**config.mk**
```make
export PLATFORM = sky130hd
export DESIGN_NAME = cache_meta_regfile
export DESIGN_NICKNAME = d
export VERILOG_FILES = /design/src/rtl/cache_meta_regfile.sv
export SDC_FILE = /design/constraint.sdc
export NUM_CORES = 1
export LEC_CHECK = 0
export CORE_UTILIZATION = 50
export DETAILED_ROUTE_END_ITERATION = 6
export HOLD_SLACK_MARGIN = 0.02
export PLACE_DENSITY_LB_ADDON = 0.2
export SYNTH_ARGS = -nofsm -noshare
export SYNTH_HDL_FRONTEND = slang
export SYNTH_SLANG_ARGS = --single-unit
export TNS_END_PERCENT = 20
```
**constraint.sdc**
```tcl
create_clock -name clk -period 3.8 [get_ports clk]
set_input_delay 0.57 -clock clk [delete_from_list [all_inputs] [get_ports clk]]
set_output_delay 0.57 -clock clk [all_outputs]
set_load 0.01 [all_outputs]
```
**src/rtl/cache_meta_regfile.sv**
```systemverilog
// cache_meta_regfile: valid/dirty/LRU metadata storage with a dirty-line flush scan engine.
// The scan walks (idx, way) in order and presents each valid&dirty line until it is accepted.
module cache_meta_regfile #(
  parameter int INDEX_W = 6
) (
  input  logic               clk,
  input  logic               rst_n,
  input  logic [INDEX_W-1:0] reg_dirty_raddr0,
  input  logic [INDEX_W-1:0] reg_dirty_raddr1,
  output logic               reg_dirty_rdata0,
  output logic               reg_dirty_rdata1,
  input  logic [INDEX_W-1:0] reg_value_raddr0,
  input  logic [INDEX_W-1:0] reg_value_raddr1,
  output logic               reg_value_rdata0,
  output logic               reg_value_rdata1,
  input  logic [INDEX_W-1:0] reg_lru_raddr,
  output logic               reg_lru_rdata,
  input  logic               reg_dirty_wen0,
  input  logic [INDEX_W-1:0] reg_dirty_waddr0,
  input  logic               reg_dirty_wdata0,
  input  logic               reg_dirty_wen1,
  input  logic [INDEX_W-1:0] reg_dirty_waddr1,
  input  logic               reg_dirty_wdata1,
  input  logic               reg_value_wen0,
  input  logic [INDEX_W-1:0] reg_value_waddr0,
  input  logic               reg_value_wdata0,
  input  logic               reg_value_wen1,
  input  logic [INDEX_W-1:0] reg_value_waddr1,
  input  logic               reg_value_wdata1,
  input  logic               reg_lru_wen,
  input  logic [INDEX_W-1:0] reg_lru_waddr,
  input  logic               reg_lru_wdata,
  input  logic               scan_start,
  output logic               scan_busy,
  output logic               scan_valid,
  input  logic               scan_ready,
  output logic [INDEX_W-1:0] scan_idx,
  output logic               scan_way,
  output logic               scan_done
);
  localparam int SETS = 1 << INDEX_W;
  typedef enum logic [1:0] {IDLE, SCAN, EMIT, DONE} state_t;
  state_t            state_q;
  logic [SETS-1:0]   dirty0_q, dirty0_d, dirty1_q, dirty1_d;
  logic [SETS-1:0]   value0_q, value1_q, lru_q;
  logic [INDEX_W-1:0] idx_q;
  logic              way_q;
  logic [INDEX_W:0]  cur_nxt;
  logic              hit, last, clr;
  assign reg_dirty_rdata0 = dirty0_q[reg_dirty_raddr0];
  assign reg_dirty_rdata1 = dirty1_q[reg_dirty_raddr1];
  assign reg_value_rdata0 = value0_q[reg_value_raddr0];
  assign reg_value_rdata1 = value1_q[reg_value_raddr1];
  assign reg_lru_rdata    = lru_q[reg_lru_raddr];
  assign scan_busy  = state_q != IDLE;
  assign scan_valid = state_q == EMIT;
  assign scan_done  = state_q == DONE;
  assign scan_idx   = idx_q;
  assign scan_way   = way_q;
  // {idx, way} as one counter gives way0 -> way1 -> next idx ordering
  assign cur_nxt = {idx_q, way_q} + {{INDEX_W{1'b0}}, 1'b1};
  assign hit  = way_q ? (value1_q[idx_q] & dirty1_q[idx_q]) : (value0_q[idx_q] & dirty0_q[idx_q]);
  assign last = (&idx_q) & way_q;
  assign clr  = (state_q == EMIT) & scan_ready;
  // external dirty writes are applied after the scan clear so they win on collision
  always_comb begin
    dirty0_d = dirty0_q;
    dirty1_d = dirty1_q;
    if (clr && !way_q) dirty0_d[idx_q] = 1'b0;
    if (clr && way_q) dirty1_d[idx_q] = 1'b0;
    if (reg_dirty_wen0) dirty0_d[reg_dirty_waddr0] = reg_dirty_wdata0;
    if (reg_dirty_wen1) dirty1_d[reg_dirty_waddr1] = reg_dirty_wdata1;
  end
  always_ff @(posedge clk or negedge rst_n) begin
    if (!rst_n) begin
      dirty0_q <= '0;
      dirty1_q <= '0;
      value0_q <= '0;
      value1_q <= '0;
      lru_q    <= '0;
    end else begin
      dirty0_q <= dirty0_d;
      dirty1_q <= dirty1_d;
      if (reg_value_wen0) value0_q[reg_value_waddr0] <= reg_value_wdata0;
      if (reg_value_wen1) value1_q[reg_value_waddr1] <= reg_value_wdata1;
      if (reg_lru_wen) lru_q[reg_lru_waddr] <= reg_lru_wdata;
    end
  end
  always_ff @(posedge clk or negedge rst_n) begin
    if (!rst_n) begin
      state_q <= IDLE;
      idx_q   <= '0;
      way_q   <= 1'b0;
    end else begin
      case (state_q)
        IDLE: if (scan_start) begin
          state_q <= SCAN;
          idx_q   <= '0;
          way_q   <= 1'b0;
        end
        SCAN: if (hit) state_q <= EMIT;
        else begin
          {idx_q, way_q} <= cur_nxt;
          state_q <= last ? DONE : SCAN;
        end
        EMIT: if (scan_ready) begin
          {idx_q, way_q} <= cur_nxt;
          state_q <= last ? DONE : SCAN;
        end
        default: state_q <= IDLE;
      endcase
    end
  end
endmodule

```
======== Word-level counts from Yosys, hierarchy flattened ========
Cells that the tools add are included.
word-level totals
  logic and storage cells ................. 107
  bits in registers ....................... 329
operators by class
  bitwise logic cells ..................... 7
  add/sub/neg operators ................... 1
  magnitude comparators ................... 17
  equality and inequality tests ........... 6
  reductions and logical operators ........ 15
  mux-type cells .......................... 53
operators by type and width
  operator                                                                             number
  64-bit bitwise mux                                                                   5
  64-bit two-way mux                                                                   4
  64-bit AND                                                                           2
  6-bit by 7-bit less-than comparator with 1-bit output, second input constant         11
  64-bit NOT                                                                           1
  1-bit binary-select mux with 6-bit select                                            9
  1-bit demux with 6-bit select                                                        6
  6-bit by 1-bit greater-or-equal comparator with 1-bit output, second input constant  6
  1-bit two-way mux                                                                    19
  6-bit two-way mux                                                                    3
  6-bit case mux with 3 select lines                                                   1
  1-bit logical AND                                                                    8
  2-bit two-way mux                                                                    4
  7-bit by 1-bit adder with 7-bit output, second input constant                        1
  2-bit case mux with 3 select lines                                                   1
  6-bit AND reduction                                                                  1
  1-bit AND                                                                            4
  2-bit equality test, second input constant                                           2
  2-bit inequality test, second input constant                                         2
  4-bit AND reduction                                                                  1
  1-bit case mux with 3 select lines                                                   1
  3-bit nonzero test                                                                   1
  2-bit by 1-bit equality test with 1-bit output, second input constant                1
  2-bit zero test                                                                      1
  other kinds (4)                                                                      4

======== Logic depth before layout (Yosys ltp) ========
Gate-level depths: netlist of the first run.
  depth after elaboration ................. 9
  mapped depth ............................ 13

======== Worst setup path after synthesis of the first run ========
Ideal clock, no wire load.
  path kind ............................... input to output
  start ................................... input reg_dirty_raddr0[0]
  end ..................................... output reg_dirty_rdata0
  arrival ................................. 3.010 ns
  stages .................................. 5
  setup slack ............................. 0.220 ns
  buffers on the path ..................... 2
  data required time ...................... 3.230 ns
  path through ............................ clkbuf_1 buf_1 mux4_2 mux4_2 mux4_2
on the way
  longest elaborated chain between the ends .. 2
RTL lines
  item                                       RTL line  source
  from (decl)                                8         input logic [INDEX_W-1:0] reg_dirty_raddr0,
  1-bit binary-select mux with 6-bit select  50        assign reg_dirty_rdata0 = dirty0_q[reg_dirty_raddr0];
  1-bit two-way mux (implied by the code)    50
  to (decl)                                  10        output logic reg_dirty_rdata0,
Every way passes these cells. The select of a mux whose other input is x is not followed.

======== Final worst setup path of the first run ========
Ends and elaborated chain as after synthesis.

==> flow_metrics.env, run 1 <==
export IMPL_path_delay_family="multiplexers"
export IMPL_p_leak_uw=0.009667
export IMPL_cts_buffers=38
export IMPL_ys_flop_type="dfrtp_1"
export IMPL_skew_ns=0.01067
export IMPL_cp_max_fo=8
export IMPL_clk_pin_slew_worst_paths_ns=0.06
export IMPL_route_top_layer_used="met4"
export IMPL_num_rows=73
export IMPL_ys_ff_latch=329
export IMPL_dp_hpwl_mm=41.87
export IMPL_finalMaxSlewViolations=0
export IMPL_period_share=0.9802
export IMPL_die_area_um2=41170
export IMPL_fin_tns_setup_ns=0
export IMPL_drc_errors=0
export IMPL_hold_buffers=0
export IMPL_hold_viol_final=0
export IMPL_ir_drop_mv=0.3348
export IMPL_post_synth_inst_count=1867
export IMPL_status="complete, no violations"
export IMPL_crit_path_frequent_cell="mux4_2"
export IMPL_cts_path_max_buffers=3
export IMPL_layout_nets=1973
export IMPL_grtUsageTotal=0.3199
export IMPL_grt_pass1_vias=16620
export IMPL_synthesis_area_um2=20180
export IMPL_seq_area_um2=8239
export IMPL_start_kind="input port"
export IMPL_grt_overflow_total=0
export IMPL_layout_commonest_cell="dfrtp_1"
export IMPL_firstDrtPassIters=7
export IMPL_hold_path_class="in -> async"
export IMPL_fp_coreArea_um2=39730
export IMPL_seq_area_frac_synth=0.4080
export IMPL_max_cap_violations=0
export IMPL_wl_met1_mm=25.83
export IMPL_synth_largest_area_cell="dfrtp_1"
export IMPL_io_buffers=88
export IMPL_gp_congestion=0.9567
export IMPL_num_vias=16810
export IMPL_critPathRequiredTime_ns=3.23
export IMPL_ys_top_cells_by_area="dfrtp_1, mux4_2, mux2_2, o221ai_1, nand3_1"
export IMPL_antenna_found_initial=1
export IMPL_root_buffer="clkbuf_16"
export IMPL_clock_latency_ns=0.55
export IMPL_power_total_uw=11430
export IMPL_crit_arrival_ns=3.15
export IMPL_relSlewSlack=0.1753
export IMPL_wl_per_cell_um=26.59
export IMPL_crit_chain="clkdlybuf4s15_1 -> bufbuf_16 -> mux4_2 -> mux4_2 -> mux4_2 -> clkdlybuf4s50_1"
export IMPL_fillers=3350
export IMPL_synth_warnings=0
export IMPL_finalSetupViolCount=0
export IMPL_async_flop_share=1.000
export IMPL_synth_top_area_share=0.4080
export IMPL_cts_sinks=329
export IMPL_fin_crit_ns=3.725
export IMPL_synth_cell_types=74
export IMPL_grt_pass1_wl_mm=101.1
export IMPL_syn2layout_area_growth_pct=13.57
export IMPL_ctsHtreeMaxLevel=2
export IMPL_wl_met3_mm=6.724
export IMPL_ant_nets=0
export IMPL_postCtsSetupRepairBufs=0
export IMPL_synth_edf_count=0
export IMPL_cp_end_kind="primary output"
export IMPL_io_pins=89
export IMPL_cts_tree="yes"
export IMPL_antennaDiodeCount=0
export IMPL_drive_gt1_frac=0.2452
export IMPL_grt_max_degree=96
export IMPL_rsz0062_at_grt="no"
export IMPL_crit_slowest_cell="mux4_2"
export IMPL_initial_core_util=0.5079
export IMPL_wl_met2_mm=29.78
export IMPL_dieWidth_um=202.9
export IMPL_syn_nets=1946
export IMPL_slowest_delay_ns=0.50
export IMPL_critPathKind="in -> out"
export IMPL_max_freq_ghz=0.2685
export IMPL_p_per_area_nw_per_um2=498.7
export IMPL_drt_iter0_markers=2024
export IMPL_routed_wl_mm=65.05
export IMPL_crit_buf_inv=3
export IMPL_tightest_slew_ns=1.237
export IMPL_dieHeight_um=202.9
export IMPL_avgSynthCellArea_um2=10.81
export IMPL_multi_input_area_um2=11210
export IMPL_layout_common_cells="dfrtp_1, nand2_1, mux2_2, nand3_1, nor2_1"
export IMPL_via_per_inst=6.874
[routing by layer]
layer | vias up | global-route usage
li1 | 7155 | -
met5 | - | 0
met1 | 8361 | 0.4357
met4 | 0 | 0.1359
met2 | 1097 | 0.4940
met3 | 200 | 0.07111
[timing repair]
item                       4_1_cts  5_1_grt
setup endpoints to repair        5        1
gates cloned                     1        0
resized for setup                5        1
[cells by family after synthesis]
| family | synth area share |
|---|---|
| muxes | 0.2708 |
| buffers and inverters | 0.03683 |
| adders and majority gates | 0.003100 |
| DFF | 0.4080 |
| AOI/OAI and AO/OA | 0.1078 |
| and+or+nand+nor | 0.1735 |
[worst paths after layout]
check,end,cells past startpoint,slack [ns],from
hold reg to reg,lru_q[42],1,0.51,lru_q[42]
max in group asynchronous,value0_q[7],2,2.80,rst_n
hold / removal,dirty0_q[0],1,0.07,rst_n
min in group clk,lru_q[42],1,0.51,lru_q[42]
setup / recovery,reg_dirty_rdata0,6,0.08,reg_dirty_raddr0[0]
setup reg to reg,scan_idx[4],8,0.40,scan_idx[1]
[per-stage QoR]
stage / instances / utilization / hold WS, ns / area, um^2 / setup WS (ns)
after global routing: 2446 / 0.5768 / 0.1398 / 22920 / 0.008686
after detailed placement: 2378 / 0.5439 / 0.4910 / 21610 / -0.07046
after global placement: 2378 / 0.5439 / 0.4853 / 21610 / -0.07146
final: 2446 / 0.5768 / 0.06943 / 22920 / 0.07541
after CTS: 2446 / 0.5768 / 0.1116 / 22920 / 0.002131
after floorplan: 1867 / - / 0.2744 / 20180 / 0.2196
[registers in the layout, summed over array words and instances, names as in the netlist]
name	count
lru_q	64
scan_way	1
dirty0_q	64
value0_q	64
dirty1_q	64
value1_q	64
scan_idx	6
state_q	2
[power by group]
group | internal [uW] | switching (uW) | total [uW]
combinational | 1490 | 1630 | 3120
sequential | 3980 | 493 | 4480
clock | 2310 | 1530 | 3830
total | 7780 | 3650 | 11400
[worst reg2reg max path, cell delays in order, from the launching register on]
cell and delay (ns):
dfrtp_2 0.60, nor2b_1 0.71, a221o_1 0.30, a222oi_1 0.09, a2bb2oi_1 0.18, and4_1 0.26, nor4_2 0.72, nor3_2 0.19
a31o_1 0.26
[Yosys cell counts (17+ instances only)]
| library cell | number |
|---|---|
| buf_1 | 21 |
| buf_2 | 17 |
| clkbuf_1 | 100 |
| dfrtp_1 | 329 |
| mux2_2 | 192 |
| mux2i_1 | 34 |
| mux4_2 | 126 |
| nand2_1 | 233 |
| nand3_1 | 180 |
| nand3b_1 | 19 |
| nor2_1 | 177 |
| nor2b_1 | 18 |
| o21ai_0 | 29 |
| o221ai_1 | 129 |
[final cells by class]
type	instances	share of cell area
well taps	525	0.02866
multi-input cells	1373	0.4891
repair buffers	140	0.06497
inverters	12	0.001965
clock inverters	5	0.004695
clock buffers	62	0.05115
flip-flops and latches	329	0.3595
No activity file was read; power rests on OpenSTA's default activity.
==> inputs of run 2 (changes only) <==
--- a/config.mk
+++ b/config.mk
@@ -5,7 +5,8 @@
 export SDC_FILE = /design/constraint.sdc
 export NUM_CORES = 1
 export LEC_CHECK = 0
-export CORE_UTILIZATION = 50
+export CORE_MARGIN = 2
+export CORE_UTILIZATION = 60
 export DETAILED_ROUTE_END_ITERATION = 6
 export HOLD_SLACK_MARGIN = 0.02
 export PLACE_DENSITY_LB_ADDON = 0.2
==> run 2 against run 1 <==
Effect of this change: fmax about the same; utilization increased by 11 points; setup slack barely moved; clock skew grew 0.013 ns; design area down 0.23%; global-route usage rose by 4.2 points; register-to-register slack lost 0.07 ns; clock power barely moved; combinational power is 2% lower; critical path depth unchanged; largest cell class unchanged.
==> flow_metrics.env, run 2 (same netlist as run 1, synthesis figures left out) <==
export IMPL_firstDrtPassIters=6
export IMPL_grt_pass1_vias=17280
export IMPL_hold_ws_ns=0.1278
export IMPL_grt_pass1_wl_mm=99.22
export IMPL_dieHeight_um=187.4
export IMPL_cp_max_fo=8
export IMPL_rsz0062_at_grt="no"
export IMPL_gp_congestion=0.9791
export IMPL_p_leak_uw=0.009707
export IMPL_stdcell_count=2380
export IMPL_hold_buffers=0
export IMPL_drive_gt1_frac=0.2516
export IMPL_fin_crit_ns=3.724
export IMPL_cp_end_kind="primary output"
export IMPL_cts_tree="yes"
export IMPL_layout_commonest_cell="dfrtp_1"
export IMPL_finalSetupViolCount=0
export IMPL_grt_overflow_total=0
export IMPL_routed_wl_mm=63.45
export IMPL_ctsHtreeMaxLevel=2
export IMPL_utilization=0.6853
export IMPL_period_share=0.9801
export IMPL_num_rows=67
export IMPL_drc_errors=0
export IMPL_start_kind="input port"
export IMPL_p_per_area_nw_per_um2=498.0
export IMPL_final_area_um2=22870
export IMPL_antennaDiodeCount=0
export IMPL_cts_path_max_buffers=3
export IMPL_clk_pin_slew_worst_paths_ns=0.06
export IMPL_dp_hpwl_mm=41.71
export IMPL_drt_iter0_markers=2230
export IMPL_dieWidth_um=187.4
export IMPL_fp_coreArea_um2=33360
export IMPL_cts_buffers=40
export IMPL_placed_area_um2=21520
export IMPL_hold_path_class="in -> async"
export IMPL_io_buffers=88
export IMPL_place_inst=2309
export IMPL_syn2layout_area_growth_pct=13.31
export IMPL_skew_ns=0.02368
export IMPL_max_freq_ghz=0.2685
export IMPL_layout_nets=1983
export IMPL_critPathKind="in -> out"
export IMPL_fin_tns_setup_ns=0
export IMPL_crit_arrival_ns=3.15
export IMPL_status="complete, no violations"
export IMPL_ant_nets=0
export IMPL_rrSetupSlack_ns=0.33
export IMPL_root_buffer="clkbuf_16"
export IMPL_grt_max_degree=113
export IMPL_clock_latency_ns=0.55
export IMPL_relSlewSlack=0.1809
export IMPL_critPathRequiredTime_ns=3.23
export IMPL_tightest_slew_ns=1.229
export IMPL_ir_drop_mv=0.4557
export IMPL_finalMaxSlewViolations=0
export IMPL_layout_common_cells="dfrtp_1, nand2_1, mux2_2, nand3_1, nor2_1"
export IMPL_antenna_found_initial=0
export IMPL_hold_viol_final=0
export IMPL_io_pins=89
export IMPL_cts_sinks=329
export IMPL_die_area_um2=35120
export IMPL_grtUsageTotal=0.3616
export IMPL_initial_core_util=0.6048
export IMPL_max_cap_violations=0
export IMPL_wl_per_cell_um=26.66
export IMPL_num_vias=17200
export IMPL_via_per_inst=7.227
## run 2: metrics by stage
stage	total power (uW)	setup slack (ns)
3_3_place_gp	7454	-0.05227
2_1_floorplan	6534	0.2196
3_5_place_dp	7543	-0.07862
5_1_grt	11790	0.02280
6_report	11390	0.07580
4_1_cts	11350	0.05453
## run 2: per-layer routing
metal  vias up  GRT usage  routed length (um)
li1       7174          -                   -
met3       331    0.07655                6636
met4         0     0.1990                3838
met5         -          0                   0
met2      1278     0.5706               29490
met1      8418     0.4710               23490
## run 2: worst max-delay path: stages
cell and delay [ns]:
dlygate4sd2_1 0.30, bufbuf_16 0.32, mux4_2 0.50, mux4_2 0.47, mux4_2 0.50, clkdlybuf4s50_1 0.50
## run 2: cell type report
class	instances	area, um^2
sequential	329	8239
tap	448	560.5
multi-input combinational	1373	11200
fill	2496	10500
timing repair buffer	148	1503
clock inverter	15	145.1
inverter	12	45.04
clock buffer	55	1170
## run 2: report_power, final
| group | total, uW | internal (uW) | switching (uW) |
|---|---|---|---|
| Sequential | 4540 | 3980 | 555 |
| Combinational | 3050 | 1500 | 1560 |
| Clock | 3800 | 2230 | 1560 |
| Total | 11400 | 7710 | 3670 |
## run 2: final timing paths
check,from,to,depth (start not counted)
worst max-delay path,reg_value_raddr0[0],reg_value_rdata0,6
worst min-delay path,rst_n,dirty0_q[1],1
worst max register to register,scan_idx[0],scan_idx[4],10
worst min register to register,lru_q[42],lru_q[42],1
max in group asynchronous,rst_n,scan_idx[0],2
min in group clk,lru_q[42],lru_q[42],1
## run 2: timing repair
action | in CTS | in global routing
buffers inserted | 0 | 0
gates resized for setup | 5 | 0
setup endpoints to repair | 5 | 0
==> inputs of run 3 (changes only) <==
--- a/config.mk
+++ b/config.mk
@@ -10,6 +10,7 @@
 export DETAILED_ROUTE_END_ITERATION = 6
 export HOLD_SLACK_MARGIN = 0.02
 export PLACE_DENSITY_LB_ADDON = 0.2
+export SLEW_MARGIN = 10
 export SYNTH_ARGS = -nofsm -noshare
 export SYNTH_HDL_FRONTEND = slang
 export SYNTH_SLANG_ARGS = --single-unit
==> results of run 3 <==
The final DEF is identical to that of run 2; final timing and power are the same.
